### src/rtl/bcd_serial_adder_seq_if.sv
`default_nettype none
// ============================================================================
// Module      : bcd_serial_adder_seq_if
// Description : Operand/result handshakes plus the digit-adder side channel
//               of the digit-serial BCD adder sequencer.
// Revision    : 1.0 - initial release
// ============================================================================
interface bcd_serial_adder_seq_if #(
    parameter int NDIGITS = 4
);
    logic                   in_valid;
    logic                   in_ready;
    logic [4*NDIGITS-1:0]   in_a;
    logic [4*NDIGITS-1:0]   in_b;
    logic                   in_cin;
    logic [3:0]             dig_a;
    logic [3:0]             dig_b;
    logic                   dig_cin;
    logic [3:0]             dig_sum;
    logic                   dig_cout;
    logic                   out_valid;
    logic                   out_ready;
    logic [4*NDIGITS-1:0]   out_sum;
    logic                   out_cout;
    logic                   out_err;

    // Sequencer side
    modport slave (
        input  in_valid, in_a, in_b, in_cin, dig_sum, dig_cout, out_ready,
        output in_ready, dig_a, dig_b, dig_cin, out_valid, out_sum, out_cout, out_err
    );

    // Environment side: operand source, result sink and digit adder
    modport master (
        output in_valid, in_a, in_b, in_cin, dig_sum, dig_cout, out_ready,
        input  in_ready, dig_a, dig_b, dig_cin, out_valid, out_sum, out_cout, out_err
    );
endinterface
`default_nettype wire

### src/rtl/bcd_serial_adder_seq.sv
`default_nettype none
// ============================================================================
// Module      : bcd_serial_adder_seq
// Description : Adds two NDIGITS-wide packed-BCD operands one digit per clock
//               using an external combinational single-digit BCD adder.
//               Optional invalid-digit flag enabled by BCD_SEQ_DIGIT_CHECK_EN.
// Revision    : 1.0 - initial release
// ============================================================================
module bcd_serial_adder_seq #(
    parameter int NDIGITS = 4
) (
    input  wire logic               clk,
    input  wire logic               rst_n,
    bcd_serial_adder_seq_if.slave   bus
);
    localparam int                  c_idx_w    = (NDIGITS > 1) ? $clog2(NDIGITS) : 1;
    localparam logic [c_idx_w-1:0]  c_last_idx = c_idx_w'(NDIGITS - 1);

    typedef enum logic [1:0] {
        S_IDLE = 2'd0,
        S_RUN  = 2'd1,
        S_DONE = 2'd2
    } state_t;

    state_t                 r_state;
    state_t                 w_state_next;
    logic [4*NDIGITS-1:0]   r_a;
    logic [4*NDIGITS-1:0]   r_b;
    logic [4*NDIGITS-1:0]   r_sum;
    logic                   r_carry;
    logic                   r_cout;
    logic [c_idx_w-1:0]     r_idx;
    logic                   w_accept;
    logic                   w_run;
    logic                   w_last;
    logic [3:0]             w_dig_a;
    logic [3:0]             w_dig_b;

    assign w_accept = (r_state == S_IDLE) && bus.in_valid;
    assign w_run    = (r_state == S_RUN);
    assign w_last   = (r_idx == c_last_idx);

    // State register
    always_ff @(posedge clk or negedge rst_n) begin
        if (!rst_n) r_state <= S_IDLE;
        else        r_state <= w_state_next;
    end

    // Next-state decode
    always_comb begin
        w_state_next = r_state;
        case (r_state)
            S_IDLE:  if (bus.in_valid)  w_state_next = S_RUN;
            S_RUN:   if (w_last)        w_state_next = S_DONE;
            S_DONE:  if (bus.out_ready) w_state_next = S_IDLE;
            default:                    w_state_next = S_IDLE;
        endcase
    end

    // Select the current operand digits from the latched operands; zero outside RUN
    always_comb begin
        w_dig_a = 4'd0;
        w_dig_b = 4'd0;
        if (w_run) begin
            for (int d = 0; d < NDIGITS; d++) begin
                if (r_idx == c_idx_w'(d)) begin
                    w_dig_a = r_a[4*d +: 4];
                    w_dig_b = r_b[4*d +: 4];
                end
            end
        end
    end

    assign bus.dig_a     = w_dig_a;
    assign bus.dig_b     = w_dig_b;
    assign bus.dig_cin   = w_run & r_carry;
    assign bus.in_ready  = (r_state == S_IDLE);
    assign bus.out_valid = (r_state == S_DONE);
    assign bus.out_sum   = r_sum;
    assign bus.out_cout  = r_cout;

    // Operand latch, digit walk, carry chain and result accumulation
    always_ff @(posedge clk or negedge rst_n) begin
        if (!rst_n) begin
            r_a     <= '0;
            r_b     <= '0;
            r_sum   <= '0;
            r_carry <= 1'b0;
            r_cout  <= 1'b0;
            r_idx   <= '0;
        end else if (w_accept) begin
            r_a     <= bus.in_a;
            r_b     <= bus.in_b;
            r_carry <= bus.in_cin;
            r_idx   <= '0;
            r_sum   <= '0;
            r_cout  <= 1'b0;
        end else if (w_run) begin
            for (int d = 0; d < NDIGITS; d++) begin
                if (r_idx == c_idx_w'(d)) r_sum[4*d +: 4] <= bus.dig_sum;
            end
            r_carry <= bus.dig_cout;
            if (w_last) begin
                r_cout <= bus.dig_cout;
                r_idx  <= '0;
            end else begin
                r_idx  <= r_idx + 1'b1;
            end
        end
    end

`ifdef BCD_SEQ_DIGIT_CHECK_EN
    logic r_err;
    logic w_bad_digit;

    assign w_bad_digit = (w_dig_a > 4'd9) || (w_dig_b > 4'd9);

    // Sticky invalid-digit flag, cleared when a new operation is accepted
    always_ff @(posedge clk or negedge rst_n) begin
        if (!rst_n)                      r_err <= 1'b0;
        else if (w_accept)               r_err <= 1'b0;
        else if (w_run && w_bad_digit)   r_err <= 1'b1;
    end

    assign bus.out_err = r_err;
`else
    assign bus.out_err = 1'b0;
`endif

endmodule
`default_nettype wire
### src/flat_wrapper.sv
// flat-port wrapper written by rule: the top's interface ports become plain ports
module bcd_serial_adder_seq_flat 
#(
    parameter int NDIGITS = 4
)
  (clk, rst_n, bus_in_valid, bus_in_a, bus_in_b, bus_in_cin, bus_dig_sum, bus_dig_cout, bus_out_ready, bus_in_ready, bus_dig_a, bus_dig_b, bus_dig_cin, bus_out_valid, bus_out_sum, bus_out_cout, bus_out_err);
  bcd_serial_adder_seq_if #(.NDIGITS(NDIGITS)) bus_i ();
  input  wire logic clk;
  input  wire logic rst_n;
  input wire logic [$bits(bus_i.in_valid)-1:0] bus_in_valid;
  input wire logic [$bits(bus_i.in_a)-1:0] bus_in_a;
  input wire logic [$bits(bus_i.in_b)-1:0] bus_in_b;
  input wire logic [$bits(bus_i.in_cin)-1:0] bus_in_cin;
  input wire logic [$bits(bus_i.dig_sum)-1:0] bus_dig_sum;
  input wire logic [$bits(bus_i.dig_cout)-1:0] bus_dig_cout;
  input wire logic [$bits(bus_i.out_ready)-1:0] bus_out_ready;
  output wire logic [$bits(bus_i.in_ready)-1:0] bus_in_ready;
  output wire logic [$bits(bus_i.dig_a)-1:0] bus_dig_a;
  output wire logic [$bits(bus_i.dig_b)-1:0] bus_dig_b;
  output wire logic [$bits(bus_i.dig_cin)-1:0] bus_dig_cin;
  output wire logic [$bits(bus_i.out_valid)-1:0] bus_out_valid;
  output wire logic [$bits(bus_i.out_sum)-1:0] bus_out_sum;
  output wire logic [$bits(bus_i.out_cout)-1:0] bus_out_cout;
  output wire logic [$bits(bus_i.out_err)-1:0] bus_out_err;
  assign bus_i.in_valid = bus_in_valid;
  assign bus_i.in_a = bus_in_a;
  assign bus_i.in_b = bus_in_b;
  assign bus_i.in_cin = bus_in_cin;
  assign bus_i.dig_sum = bus_dig_sum;
  assign bus_i.dig_cout = bus_dig_cout;
  assign bus_i.out_ready = bus_out_ready;
  assign bus_in_ready = bus_i.in_ready;
  assign bus_dig_a = bus_i.dig_a;
  assign bus_dig_b = bus_i.dig_b;
  assign bus_dig_cin = bus_i.dig_cin;
  assign bus_out_valid = bus_i.out_valid;
  assign bus_out_sum = bus_i.out_sum;
  assign bus_out_cout = bus_i.out_cout;
  assign bus_out_err = bus_i.out_err;
  bcd_serial_adder_seq #(.NDIGITS(NDIGITS)) u_core (.clk(clk), .rst_n(rst_n), .bus(bus_i));
endmodule
### config.mk
export PLATFORM = sky130hd
export DESIGN_NAME = bcd_serial_adder_seq_flat
export DESIGN_NICKNAME = d
export VERILOG_FILES = /design/src/rtl/bcd_serial_adder_seq_if.sv /design/src/rtl/bcd_serial_adder_seq.sv /design/src/flat_wrapper.sv
export SDC_FILE = /design/constraint.sdc
export NUM_CORES = 1
export LEC_CHECK = 0
export CAP_MARGIN = 25
export CORE_MARGIN = 2
export CORE_UTILIZATION = 65
export CTS_CLUSTER_DIAMETER = 50
export DETAILED_ROUTE_END_ITERATION = 10
export DONT_BUFFER_PORTS = 1
export PLACE_DENSITY = 0.91
export REMOVE_ABC_BUFFERS = 1
export SLEW_MARGIN = 20
export SYNTH_ARGS = -nofsm -noshare
export SYNTH_HDL_FRONTEND = slang
export SYNTH_SLANG_ARGS = --single-unit
### constraint.sdc
create_clock -name clk -period 4 [get_ports clk]
set_clock_uncertainty 0.1 [all_clocks]
set_input_delay 0.8 -clock clk [delete_from_list [all_inputs] [get_ports clk]]
set_output_delay 0.8 -clock clk [all_outputs]
set_load 0.005 [all_outputs]
* Word-level counts from Yosys, hierarchy flattened
Cells that the tools add are included.
** Word-level totals
- Register bits after elaboration :: 54
- Input port bits :: 42
** Cells by class
- Add/sub/neg operators :: 1
- Eq/ne operators :: 8
- Multiplexer cells :: 28
- Bitwise logic cells :: 1
- Reductions and logical operators :: 13
** Operators with widths (count)
- 4-bit 2-to-1 mux :: 14
- 16-bit 2-to-1 mux :: 2
- 2-bit 2-to-1 mux :: 6
- 2-bit nonzero test :: 5
- 2-bit AND reduction :: 4
- 2-bit equality test, second input constant :: 3
- 2-bit inequality test, second input constant :: 3
- 2-bit one-hot mux with 3 select lines :: 1
- 1-bit 2-to-1 mux :: 5
- 2-bit by 1-bit equality test with 1-bit output, second input constant :: 2
- 2-bit zero test :: 2
- 3-bit AND reduction :: 1
- 2-bit by 1-bit adder with 2-bit output, second input constant :: 1
- 1-bit AND :: 1
- 1-bit logical AND :: 1

* Logic depth before layout (Yosys ltp)
- Depth in word-level cells :: 6
- Depth in mapped cells :: 6
- Mapped depth without buffers :: 5

* Worst setup path before layout
OpenSTA, ideal clock, no wires.
- Path type :: reg-to-output
- Start :: register u_core.r_idx[0]
- End :: output bus_dig_a[2]
- Data arrival time :: 1423 ps
- Data required time :: 3100 ps
- Path slack :: 1677 ps
- Cell stages (with the launch flop) :: 7
- Path through :: dfrtp_1 inv_1 ha_1 nor2b_1 buf_4 a221oi_1 o41ai_1
** Between the ends
- Cells in the longest elaborated chain, start to end :: 6
- Elaborated cells between the ends (all ways) :: 9
- Classes of those cells :: eq/ne: 3; mux: 5; reduce/logical: 1
** Ends and longest elaborated chain
- start: declaration :: RTL line bcd_serial_adder_seq.sv:32 : logic [c_idx_w-1:0] r_idx;
- start signal: assignment :: RTL line bcd_serial_adder_seq.sv:107 : r_idx <= r_idx + 1'b1;
- 2-bit zero test :: RTL line bcd_serial_adder_seq.sv:66 : if (r_idx == c_idx_w'(d)) begin
- 4-bit 2-to-1 mux (3 in series) :: RTL line bcd_serial_adder_seq.sv:66
- 4-bit 2-to-1 mux * :: RTL line bcd_serial_adder_seq.sv:66
- 4-bit 2-to-1 mux * :: RTL line bcd_serial_adder_seq.sv:64 : if (w_run) begin
- end: declaration :: RTL line flat_wrapper.sv:18 : output wire logic [$bits(bus_i.dig_a)-1:0] bus_dig_a;
Mark *: on every way between the ends. The rest lies on a longest branch, timed or not.

* Final worst setup path
Same ends and word-level chain as after synthesis.

==> run metrics <==
CTS tree done; TritonCTS buffer count 5; Starting Density 0.682; final net count 255; post-cts resize count 0; Gate Count Post-Synth 218; Worst-path clk slew 0.09 ns; Hold Vio Cnt, Final 0; LEAKAGE 1.09 nW; Initial DRT Pass Iterations 4; Main synth FF type dfrtp_1; placer congestion estimate 0.699; die width 66.5 microns; pre-CTS setup slack 1.04 ns; num ports 71; mapped cell area 2530 sq um; largest area contributor in the netlist dfrtp_1; initial antenna violation count 0; post-synthesis register bit count 54; Die ar. 4420 sq um; Seq/Total Area, Yosys 0.533; Synthesis Warnings 0; top-count cell post-synth dfrtp_1; worst vdd ir 0.421 mV; CTS H-Tree Depth 2; Max Fclk 0.306 GHz; DRC Markers 0; top post-synthesis cells by area dfrtp_1, mux2_1, nand3_1; crit path max fanout 15; CP bufs+invs 0; setup TNS 0 ns; number of diodes 0; number of flops mapped to enable cells by yosys 0; Distinct cells, synth 31; Longest Clk Path Bufs 2; Critical Path Sink Type primary output; Post-DP HPWL 3.23 mm; GR Util All Layers 0.233; Skew-Pair Late Insertion Delay 0.30 ns; Clock Sink Count 54; largest family of logic cells by synthesized area multiplexers; Worst-Margin Slew 0.968 ns; post-synthesis mux area share 0.142; Final WS setup 0.733 ns; type of the worst setup path flip-flop to primary output; Root Driver clkbuf_8; total number of vias 1662; wire per inst 18.7 microns; global-route wire length before repair 7.60 mm; Die Ht 66.5 microns; outcome finished, final reports clean; final slew viol count 0; critical path's slowest cell nor2b_1; Post-Synth Simple-Gate Area 0.131; xor/xnor cell area share of the yosys netlist 0; Final min period 3.27 ns; row count 22; Buffers on Ports 0; Crit path required time 3.10 ns; Initial DRC Count 133; vias in the first global route 1679; Final Setup Violations 0; largest net degree at the start of global routing 56; Slowest Stage Delay on Critical Path 0.59 ns; share of layout cells above drive strength 1 0.100; CORE AREA 3720 sq um; Tcrit/Tclk final 0.817; Adder-Cell Fraction of Synth Area 0.0197; crit path cell chain ha_1, nor2b_1, a221oi_1, o41ai_1; PwrDens 816 nW/um^2; worst min path class primary input to async pin; post-CTS setup buffer count 0; maximum capacitance violations 0; fraction of registers with async set/reset 1.00; top cells by count, synth dfrtp_1, mux2_1, nand3_1; drt total wl 4.82 mm; RSZ-0062 raised after global routing false; Slew headroom 0.355; Yosys top cell area share 0.533; delay-heaviest family, CP compound AO/OA/AOI/OAI gates; critical path arrival 2.37 ns; Vias/cell 6.44; Setup crit start kind flip-flop; Detail Route Antenna Nets 0; hold-fix buffer count after cts 0; Synth-to-Final Area Change 2.07%; Compound-Gate Fraction of Synth Area 0.119; gr ovfl total 0; syn_area_per_cell 11.6 sq um
-- placed cells by master, fill, tap and decap left out --
| cell | count |
|---|---|
| dfrtp_1 | 54 |
| mux2_1 | 26 |
| nand3_1 | 23 |
| nand2_1 | 21 |
| a21oi_1 | 18 |
| nor2b_1 | 9 |
| a221oi_1 | 7 |
| mux2_2 | 6 |
| clkbuf_8 | 6 |
| o41ai_2 | 4 |
| nand3b_1 | 4 |
| ha_1 | 4 |
| inv_1 | 3 |
| o21ai_0 | 3 |
| o41ai_1 | 3 |
| nand2b_1 | 2 |
| buf_4 | 2 |
| nor2b_2 | 1 |
| nor3_1 | 1 |
| a32o_1 | 1 |
| nor2_1 | 1 |
| and2_1 | 1 |
| nor3b_4 | 1 |
| o21bai_1 | 1 |
| or3_1 | 1 |
| a22oi_1 | 1 |
| o211ai_1 | 1 |
| o21ai_1 | 1 |
| o31ai_1 | 1 |
| conb_1 | 1 |
| clkbuf_1 | 1 |
| clkinv_2 | 1 |
-- path summary, 6_finish.rpt --
check | from | endpoint | slack, ns | cells after the start
max | u_core.r_idx[0] | bus_dig_a[2] | 0.73 | 4
min | rst_n | u_core.bus.out_sum[8] | 0.08 | 0
max reg2reg | u_core.r_idx[0] | u_core.bus.out_sum[13] | 1.90 | 4
min reg2reg | u_core.r_a[8] | u_core.r_a[8] | 0.39 | 1
max in group asynchronous | rst_n | u_core.r_idx[1] | 3.63 | 0
min in group clk | u_core.r_a[8] | u_core.r_a[8] | 0.39 | 1
-- state kept, by name, indices dropped and copies added, names as in the netlist --
name / cells
u_core.r_carry: 1
u_core.bus.out_cout: 1
u_core.r_b: 16
u_core.bus.out_sum: 16
u_core.r_a: 16
u_core.r_state: 2
u_core.r_idx: 2
-- cell families after synthesis --
family,count (synthesis)
AO/OA/AOI/OAI,41
adder cells (fa/ha/maj),4
buffers and inverters,21
flip-flops,54
multiplexers,32
other,1
AND/OR/NAND/NOR,65
-- per-stage QoR --
| step | area, sq um | power [mW] | cells | hold WS (ns) | util |
|---|---|---|---|---|---|
| floorplan | 2410 | 1.60 | 200 | 0.358 | - |
| global placement | 2500 | 1.78 | 250 | 0.369 | 0.672 |
| detailed placement | 2500 | 1.83 | 250 | 0.376 | 0.672 |
| CTS | 2590 | 2.13 | 258 | 0.0721 | 0.696 |
| global route | 2590 | 2.27 | 258 | 0.0554 | 0.696 |
| finish | 2590 | 2.11 | 258 | 0.0830 | 0.696 |
-- metal layers --
metal	vias to the layer above	routed length [microns]	global-route usage
met5	-	0	0
met4	0	75	0.0689
met3	11	536	0.0929
met2	89	2340	0.386
met1	803	1870	0.279
li1	759	-	-
-- cell type report --
cell class                      instances  area (sq um)
Sequential cell                        54          1350
Multi-Input combinational cell        143          1060
Fill cell                             279          1130
Tap cell                               48          60.1
Clock inverter                          1          5.00
Inverter                                3          11.3
Clock buffer                            7          86.3
Timing Repair Buffer                    2          15.0
-- power by group --
| part | total [mW] | internal [mW] | switching (mW) |
|---|---|---|---|
| Clock | 0.304 | 0.140 | 0.164 |
| Sequential | 0.979 | 0.809 | 0.169 |
| Combinational | 0.829 | 0.360 | 0.468 |
| Total | 2.11 | 1.31 | 0.801 |
Power figures use the tool's default switching activity.
